## config.mk

```make
export PLATFORM = sky130hd
export DESIGN_NAME = i2s_tx_scheduler_flat
export DESIGN_NICKNAME = d
export VERILOG_FILES = /design/src/rtl/i2s_tx_scheduler_pkg.sv /design/src/rtl/i2s_tx_scheduler_if.sv /design/src/rtl/i2s_tx_scheduler_rr_arbiter.sv /design/src/rtl/i2s_tx_scheduler.sv /design/src/flat_wrapper.sv
export SDC_FILE = /design/constraint.sdc
export NUM_CORES = 1
export LEC_CHECK = 0
export CAP_MARGIN = 20
export CORE_UTILIZATION = 39
export CTS_CLUSTER_DIAMETER = 80
export DETAILED_ROUTE_END_ITERATION = 8
export HOLD_SLACK_MARGIN = 0.1
export PLACE_DENSITY = 0.9
export SKIP_CTS_REPAIR_TIMING = 1
export SLEW_MARGIN = 20
export SYNTH_ARGS = -nofsm -noshare
export SYNTH_HDL_FRONTEND = slang
export SYNTH_SLANG_ARGS = --single-unit
```

## constraint.sdc

```tcl
create_clock -name clk -period 3.89 [get_ports clk]
set_input_delay 0.5835 -clock clk [delete_from_list [all_inputs] [get_ports clk]]
set_output_delay 0.5835 -clock clk [all_outputs]
set_load 0.1 [all_outputs]
```

## src/rtl/i2s_tx_scheduler_pkg.sv

```systemverilog
// Shared definitions for the I2S transmit scheduler: width helper, default sample width, FSM states.
package i2s_pkg;

    localparam int unsigned DATA_WIDTH_DEF = 24;

    localparam logic [1:0] S_WAIT_RISE = 2'd0;
    localparam logic [1:0] S_COMMIT    = 2'd1;
    localparam logic [1:0] S_WAIT_FALL = 2'd2;

    // Ceiling log2; returns the index width needed for v entries.
    function automatic int unsigned log2(input int unsigned v);
        int unsigned r;
        r = 0;
        for (int unsigned i = 0; i < 32; i++) begin
            if ((64'd1 << i) < 64'(v)) r = i + 1;
        end
        return r;
    endfunction

endpackage

```

## src/rtl/i2s_tx_scheduler_if.sv

```systemverilog
// Source handshake and i2s_master transmit-side signals shared by the scheduler and its neighbours.
interface i2s_tx_scheduler_if #(
    parameter int unsigned N_SRC      = 4,
    parameter int unsigned DATA_WIDTH = 24
);
    logic [N_SRC-1:0]            src_valid;
    logic [N_SRC-1:0]            src_ready;
    logic [N_SRC*DATA_WIDTH-1:0] src_left;
    logic [N_SRC*DATA_WIDTH-1:0] src_right;
    logic                        ws;
    logic [DATA_WIDTH-1:0]       data_send_left;
    logic [DATA_WIDTH-1:0]       data_send_right;

    modport master (
        input  src_valid, src_left, src_right, ws,
        output src_ready, data_send_left, data_send_right
    );

    modport slave (
        output src_valid, src_left, src_right, ws,
        input  src_ready, data_send_left, data_send_right
    );
endinterface

```

## src/rtl/i2s_tx_scheduler_rr_arbiter.sv

```systemverilog
// Combinational round-robin arbiter: first request at or after ptr, wrapping to index 0.
module rr_arbiter
    import i2s_pkg::*;
#(
    parameter  int unsigned N  = 4,
    localparam int unsigned IW = log2(N)
) (
    input  logic [N-1:0]  req,
    input  logic [IW-1:0] ptr,
    output logic [N-1:0]  gnt_onehot,
    output logic [IW-1:0] gnt_idx,
    output logic          gnt_any
);
    localparam int unsigned N2 = 2 * N;

    logic [N2-1:0] req_dbl;
    logic [N2-1:0] keep_mask;

    // Lower copy is masked below ptr so the upper copy supplies the wrap-around.
    assign keep_mask = ~((N2'(1) << ptr) - N2'(1));
    assign req_dbl   = {req, req} & keep_mask;

    always_comb begin
        logic          found;
        logic [IW-1:0] k;
        found      = 1'b0;
        k          = '0;
        gnt_onehot = '0;
        gnt_idx    = '0;
        gnt_any    = |req;
        for (int unsigned i = 0; i < N2; i++) begin
            if (!found && req_dbl[i]) begin
                found         = 1'b1;
                k             = IW'(i % N);
                gnt_idx       = k;
                gnt_onehot[k] = 1'b1;
            end
        end
    end

endmodule

```

## src/rtl/i2s_tx_scheduler.sv

```systemverilog
// Per-frame round-robin source selection feeding an I2S master with matched L/R pairs.
// Build option I2S_TX_HOLD_LAST_EN: a no-grant frame repeats the last sample instead of sending zeros.
module i2s_tx_scheduler
    import i2s_pkg::*;
#(
    parameter  int unsigned N_SRC      = 4,
    parameter  int unsigned DATA_WIDTH = DATA_WIDTH_DEF,
    parameter  int unsigned CNT_WIDTH  = 16,
    localparam int unsigned IW         = log2(N_SRC)
) (
    input  logic                 clk,
    input  logic                 arstn,
    input  logic                 enable,
    input  logic [N_SRC-1:0]     src_mask,
    i2s_tx_scheduler_if.master   bus,
    output logic [IW-1:0]        grant_idx,
    output logic                 grant_valid,
    output logic                 frame_tick,
    output logic                 underrun_pulse,
    output logic [CNT_WIDTH-1:0] underrun_count
);
    logic [1:0]            state_q, state_d;
    logic                  ws_q;
    logic [IW-1:0]         ptr_q, ptr_d;
    logic [DATA_WIDTH-1:0] left_q, left_d;
    logic [DATA_WIDTH-1:0] staged_q, staged_d;
    logic [DATA_WIDTH-1:0] right_q, right_d;
    logic [IW-1:0]         idx_q, idx_d;
    logic                  gv_q, gv_d;
    logic                  tick_q, tick_d;
    logic                  und_q, und_d;
    logic [CNT_WIDTH-1:0]  cnt_q, cnt_d;
    logic [N_SRC-1:0]      ready_c;

    logic                  ws_rise, ws_fall;
    logic [N_SRC-1:0]      eligible;
    logic [N_SRC-1:0]      gnt_onehot;
    logic [IW-1:0]         gnt_idx;
    logic                  gnt_any;

    assign ws_rise  = bus.ws & ~ws_q;
    assign ws_fall  = ~bus.ws & ws_q;
    assign eligible = bus.src_valid & src_mask & {N_SRC{enable}};

    rr_arbiter #(.N(N_SRC)) u_arb (
        .req        (eligible),
        .ptr        (ptr_q),
        .gnt_onehot (gnt_onehot),
        .gnt_idx    (gnt_idx),
        .gnt_any    (gnt_any)
    );

    always_ff @(posedge clk or negedge arstn) begin
        if (!arstn) begin
            state_q  <= S_WAIT_RISE;
            ws_q     <= 1'b0;
            ptr_q    <= '0;
            left_q   <= '0;
            staged_q <= '0;
            right_q  <= '0;
            idx_q    <= '0;
            gv_q     <= 1'b0;
            tick_q   <= 1'b0;
            und_q    <= 1'b0;
            cnt_q    <= '0;
        end else begin
            state_q  <= state_d;
            ws_q     <= bus.ws;
            ptr_q    <= ptr_d;
            left_q   <= left_d;
            staged_q <= staged_d;
            right_q  <= right_d;
            idx_q    <= idx_d;
            gv_q     <= gv_d;
            tick_q   <= tick_d;
            und_q    <= und_d;
            cnt_q    <= cnt_d;
        end
    end

    always_comb begin
        state_d  = state_q;
        ptr_d    = ptr_q;
        left_d   = left_q;
        staged_d = staged_q;
        right_d  = right_q;
        idx_d    = idx_q;
        gv_d     = gv_q;
        tick_d   = 1'b0;
        und_d    = 1'b0;
        cnt_d    = cnt_q;
        ready_c  = '0;
        case (state_q)
            S_WAIT_RISE: begin
                if (ws_rise) state_d = S_COMMIT;
            end
            S_COMMIT: begin
                state_d = S_WAIT_FALL;
                tick_d  = 1'b1;
                if (gnt_any) begin
                    ready_c  = gnt_onehot;
                    left_d   = bus.src_left[gnt_idx*DATA_WIDTH +: DATA_WIDTH];
                    staged_d = bus.src_right[gnt_idx*DATA_WIDTH +: DATA_WIDTH];
                    idx_d    = gnt_idx;
                    gv_d     = 1'b1;
                    ptr_d    = (gnt_idx == IW'(N_SRC - 1)) ? '0 : IW'(gnt_idx + 1'b1);
                end else begin
                    gv_d = 1'b0;
`ifndef I2S_TX_HOLD_LAST_EN
                    left_d   = '0;
                    staged_d = '0;
`endif
                    if (enable) begin
                        und_d = 1'b1;
                        if (cnt_q != {CNT_WIDTH{1'b1}}) cnt_d = CNT_WIDTH'(cnt_q + 1'b1);
                    end
                end
            end
            S_WAIT_FALL: begin
                // Right word follows its left partner so the master reloads a matched pair.
                if (ws_fall) begin
                    state_d = S_WAIT_RISE;
                    right_d = staged_q;
                end
            end
            default: state_d = S_WAIT_RISE;
        endcase
    end

    assign bus.src_ready       = ready_c;
    assign bus.data_send_left  = left_q;
    assign bus.data_send_right = right_q;
    assign grant_idx           = idx_q;
    assign grant_valid         = gv_q;
    assign frame_tick          = tick_q;
    assign underrun_pulse      = und_q;
    assign underrun_count      = cnt_q;

endmodule
```

## src/flat_wrapper.sv

```systemverilog
// flat-port wrapper written by rule: the top's interface ports become plain ports
module i2s_tx_scheduler_flat import i2s_pkg::*;
#(
    parameter  int unsigned N_SRC      = 4,
    parameter  int unsigned DATA_WIDTH = DATA_WIDTH_DEF,
    parameter  int unsigned CNT_WIDTH  = 16,
    localparam int unsigned IW         = log2(N_SRC)
)
  (clk, arstn, enable, src_mask, grant_idx, grant_valid, frame_tick, underrun_pulse, underrun_count, bus_src_valid, bus_src_left, bus_src_right, bus_ws, bus_src_ready, bus_data_send_left, bus_data_send_right);
  i2s_tx_scheduler_if #(.N_SRC(N_SRC), .DATA_WIDTH(DATA_WIDTH)) bus_i ();
  input  logic clk;
  input  logic arstn;
  input  logic enable;
  input  logic [N_SRC-1:0] src_mask;
  output logic [IW-1:0] grant_idx;
  output logic grant_valid;
  output logic frame_tick;
  output logic underrun_pulse;
  output logic [CNT_WIDTH-1:0] underrun_count;
  input wire logic [$bits(bus_i.src_valid)-1:0] bus_src_valid;
  input wire logic [$bits(bus_i.src_left)-1:0] bus_src_left;
  input wire logic [$bits(bus_i.src_right)-1:0] bus_src_right;
  input wire logic [$bits(bus_i.ws)-1:0] bus_ws;
  output wire logic [$bits(bus_i.src_ready)-1:0] bus_src_ready;
  output wire logic [$bits(bus_i.data_send_left)-1:0] bus_data_send_left;
  output wire logic [$bits(bus_i.data_send_right)-1:0] bus_data_send_right;
  assign bus_i.src_valid = bus_src_valid;
  assign bus_i.src_left = bus_src_left;
  assign bus_i.src_right = bus_src_right;
  assign bus_i.ws = bus_ws;
  assign bus_src_ready = bus_i.src_ready;
  assign bus_data_send_left = bus_i.data_send_left;
  assign bus_data_send_right = bus_i.data_send_right;
  i2s_tx_scheduler #(.N_SRC(N_SRC), .DATA_WIDTH(DATA_WIDTH), .CNT_WIDTH(CNT_WIDTH)) u_core (.clk(clk), .arstn(arstn), .enable(enable), .src_mask(src_mask), .bus(bus_i), .grant_idx(grant_idx), .grant_valid(grant_valid), .frame_tick(frame_tick), .underrun_pulse(underrun_pulse), .underrun_count(underrun_count));
endmodule
```

==> run_results.csv <==
group,metric,value,unit
sta,rsz0062_at_grt,"no",
worst_setup_path,crit_path_max_fanout,49,
global_route,grt_max_degree,76,
synthesis,synthesis.instances,450,
synthesis,synthFlopType,"dfrtp_1",
power,power.density,733.2,nW/um2
finish,n_antenna_cell,0,
drt,drt_wl_total,16580,um
cts,htreeDepth,3,
finish,register_area,2452,um2
worst_setup_path,cp_data_arrival_time,3490,ps
synthesis,avgSynthCellArea,11.51,um2
synthesis,synthTopCellsByArea,"dfrtp_1 (47%), mux2i_1 (19%), o221ai_1 (8.1%)",
min_path,hold_path.class,"in2async",
cts,root_buffer,"clkbuf_16",
die,floorplan.initialDensity,40.53,%
cts,clk_pin_slew_worst_paths,70,ps
worst_setup_path,critPathRequiredTime,4110,ps
finish,num-fill-cells,948,
drt,first_pass_iters,7,
finish,multiInputGateArea,2551,um2
placement,gp_congestion,0.9287,
synthesis,yosysWarnings,0,
sta,fin_skew,9.021,ps
cts,clockBufferDepth,2,
placement,io_buffers,276,
worst_setup_path,cp-end-kind,"flip-flop",
synthesis,yosysSeqAreaShare,47.37,%
global_route,grt_pass1_wl,24690,um
die,io_pins,277,
sta,hold_viol,0,
drt,vias,4769,
global_route,grt_use_total,23.89,%
finish,syn2layout_area_growth,62.32,%
sta,max_clock_freq,305.8,MHz
worst_setup_path,startpoint,"u_core.ptr_q[1]$_DFFE_PN0P_",
die,rows,41,
sta,finalCritPeriodShare,84.06,%
cts,cts_buffers,9,
sta,slew_violations,0,
placement,dp_hpwl,12340,um
synthesis,synth_edf_count,0,
sta,setup_violations,0,
sta,relSlewSlack,26.11,%
finish,drive_above_1_share,9.192,%
synthesis,synth.distinct_cells,42,
sta,worst_slew_pin_slew,1108,ps
sta,period_minus_slack,3270,ps
worst_setup_path,critical_path_class,"reg2reg",
synthesis,yosysMostFrequentCell,"dfrtp_1",
power,leakagePower,0.003431,uW
synthesis,synth_top_area_share,47.37,%
worst_setup_path,timing.rr.start,"u_core.ptr_q[1]$_DFFE_PN0P_",
die,dieWidth,117.2,um
run_status,outcome,"complete, no violations",
drt,drt_iter0_markers,382,
die,die_y,117.2,um
cts,cts_sinks,98,
finish,nets,920,
drt,ant_nets,0,
global_route,grt_pass1_vias,4855,
synthesis,yosysTopAreaCell,"dfrtp_1",
cts,cts_tree,"built",
power,finalPower,6162,uW
global_route,overflow,0,
synthesis,synth_seq_cells,98,
drt,wire_per_inst,18.63,um
worst_setup_path,worst_setup_path_start_kind,"flip-flop",
sta,setup_tns,0,ps
run,cap_viol_max_count,0,
die,coreArea,12770,um2
drt,drc_errors,0,
drt,viasPerCell,5.358,
synthesis,synthArstFlopShare,100.0,%
power,ir_worst_vdd,0.5021,mV
synthesis,syn_area,5177,um2
cts,clk_latency,340,ps
synthesis,synth_nets,657,
global_route,antenna_found_initial,0,
die,die_area,13740,um2
synthesis,synthTopCellsByCount,"dfrtp_1 (98), mux2i_1 (96), nand2_1 (67)",
-- power by group --
group / leakage (uW) / switching, uW / internal, uW
clock: 0.000166 / 371 / 625
combinational: 0.00197 / 2520 / 1020
sequential: 0.00129 / 232 / 1390
total: 0.00343 / 3120 / 3040
-- layout by cell type (no fill, tap or decap), drive strengths merged, types with 3 or more instances in the layout --
cell type | netlist | final
nand2 | 67 | 67
ha | 3 | 3
dfrtp | 98 | 98
o21bai | 3 | 3
mux2i | 96 | 96
nor2 | 4 | 4
nand4 | 7 | 7
o21ai | 3 | 3
clkbuf | 11 | 10
mux2 | 28 | 28
nor2b | 4 | 4
nand2b | 4 | 4
o221ai | 48 | 48
and3 | 4 | 4
clkinv | 0 | 3
buf | 20 | 12
nand3 | 10 | 10
bufinv | 0 | 3
inv | 3 | 3
clkdlybuf4s50 | 0 | 271
xnor2 | 12 | 12
-- cell type report --
class	instances	area share (%)
tap	172	2.561
sequential	98	29.18
clock inverter	6	1.251
inverter	3	0.1340
timing repair buffer	283	33.79
multi-input combinational	318	30.36
clock buffer	10	2.724
-- path summary, 6_finish.rpt --
check | endpoint | slack [ps] | cells past startpoint
worst max-delay path | u_core.staged_q[9]$_DFFE_PN0P_ | 620 | 7
worst min-delay path | u_core.staged_q[9]$_DFFE_PN0P_ | 380 | 1
worst max register to register | u_core.staged_q[9]$_DFFE_PN0P_ | 620 | 7
worst min register to register | u_core.state_q[0]$_DFFE_PN0P_ | 450 | 1
max in group asynchronous | u_core.ptr_q[1]$_DFFE_PN0P_ | 2720 | 2
min in group clk | u_core.state_q[0]$_DFFE_PN0P_ | 450 | 1
-- cell families (layout without fill, tap and decap cells) --
| family | after synthesis | count (layout) | share of synthesized area (%) |
|---|---|---|---|
| DFF | 98 | 98 | 47.37 |
| adders and majority gates | 3 | 3 | 0.7251 |
| and+or+nand+nor | 112 | 112 | 10.13 |
| AOI/OAI and AO/OA | 66 | 66 | 10.87 |
| buffers and inverters | 34 | 302 | 4.060 |
| xor gates and xnor gates | 13 | 13 | 2.199 |
| muxes | 124 | 124 | 24.65 |
-- through the flow --
stage	instances	utilization, %	setup WS [ps]	cell area (um2)	hold slack (ps)
5_1_grt	890	65.79	439.2	8404	444.8
4_1_cts	890	65.79	638.4	8404	419.8
3_5_place_dp	874	63.18	641.8	8070	428.4
2_1_floorplan	450	-	274.9	5195	287.9
6_report	890	65.79	619.9	8404	383.4
3_3_place_gp	874	63.18	906.9	8070	409.5
-- critical path: stages (launching register included) --
cell	delay [ps]
dfrtp_1	470
or2_2	360
ha_1	340
a32o_1	230
nor4b_1	410
o21bai_2	240
nand2b_2	630
o221ai_1	470
-- state kept, by name, indices dropped and copies added (netlist names), 2 cells and up --
register and cells:
u_core.underrun_count 16, u_core.state_q 2, u_core.ptr_q 2, u_core.grant_idx 2, u_core.bus.data_send_left 24, u_core.staged_q 24, u_core.bus.data_send_right 24
-- layer usage --
layer | part of all wire [%] | wire (um) | global-route usage [%]
met5 | 0 | 0 | 0
met4 | 2.0 | 335 | 8.270
met3 | 8.1 | 1348 | 5.561
met2 | 51 | 8527 | 43.92
met1 | 38 | 6367 | 27.03
Power figures use the tool's default switching activity.
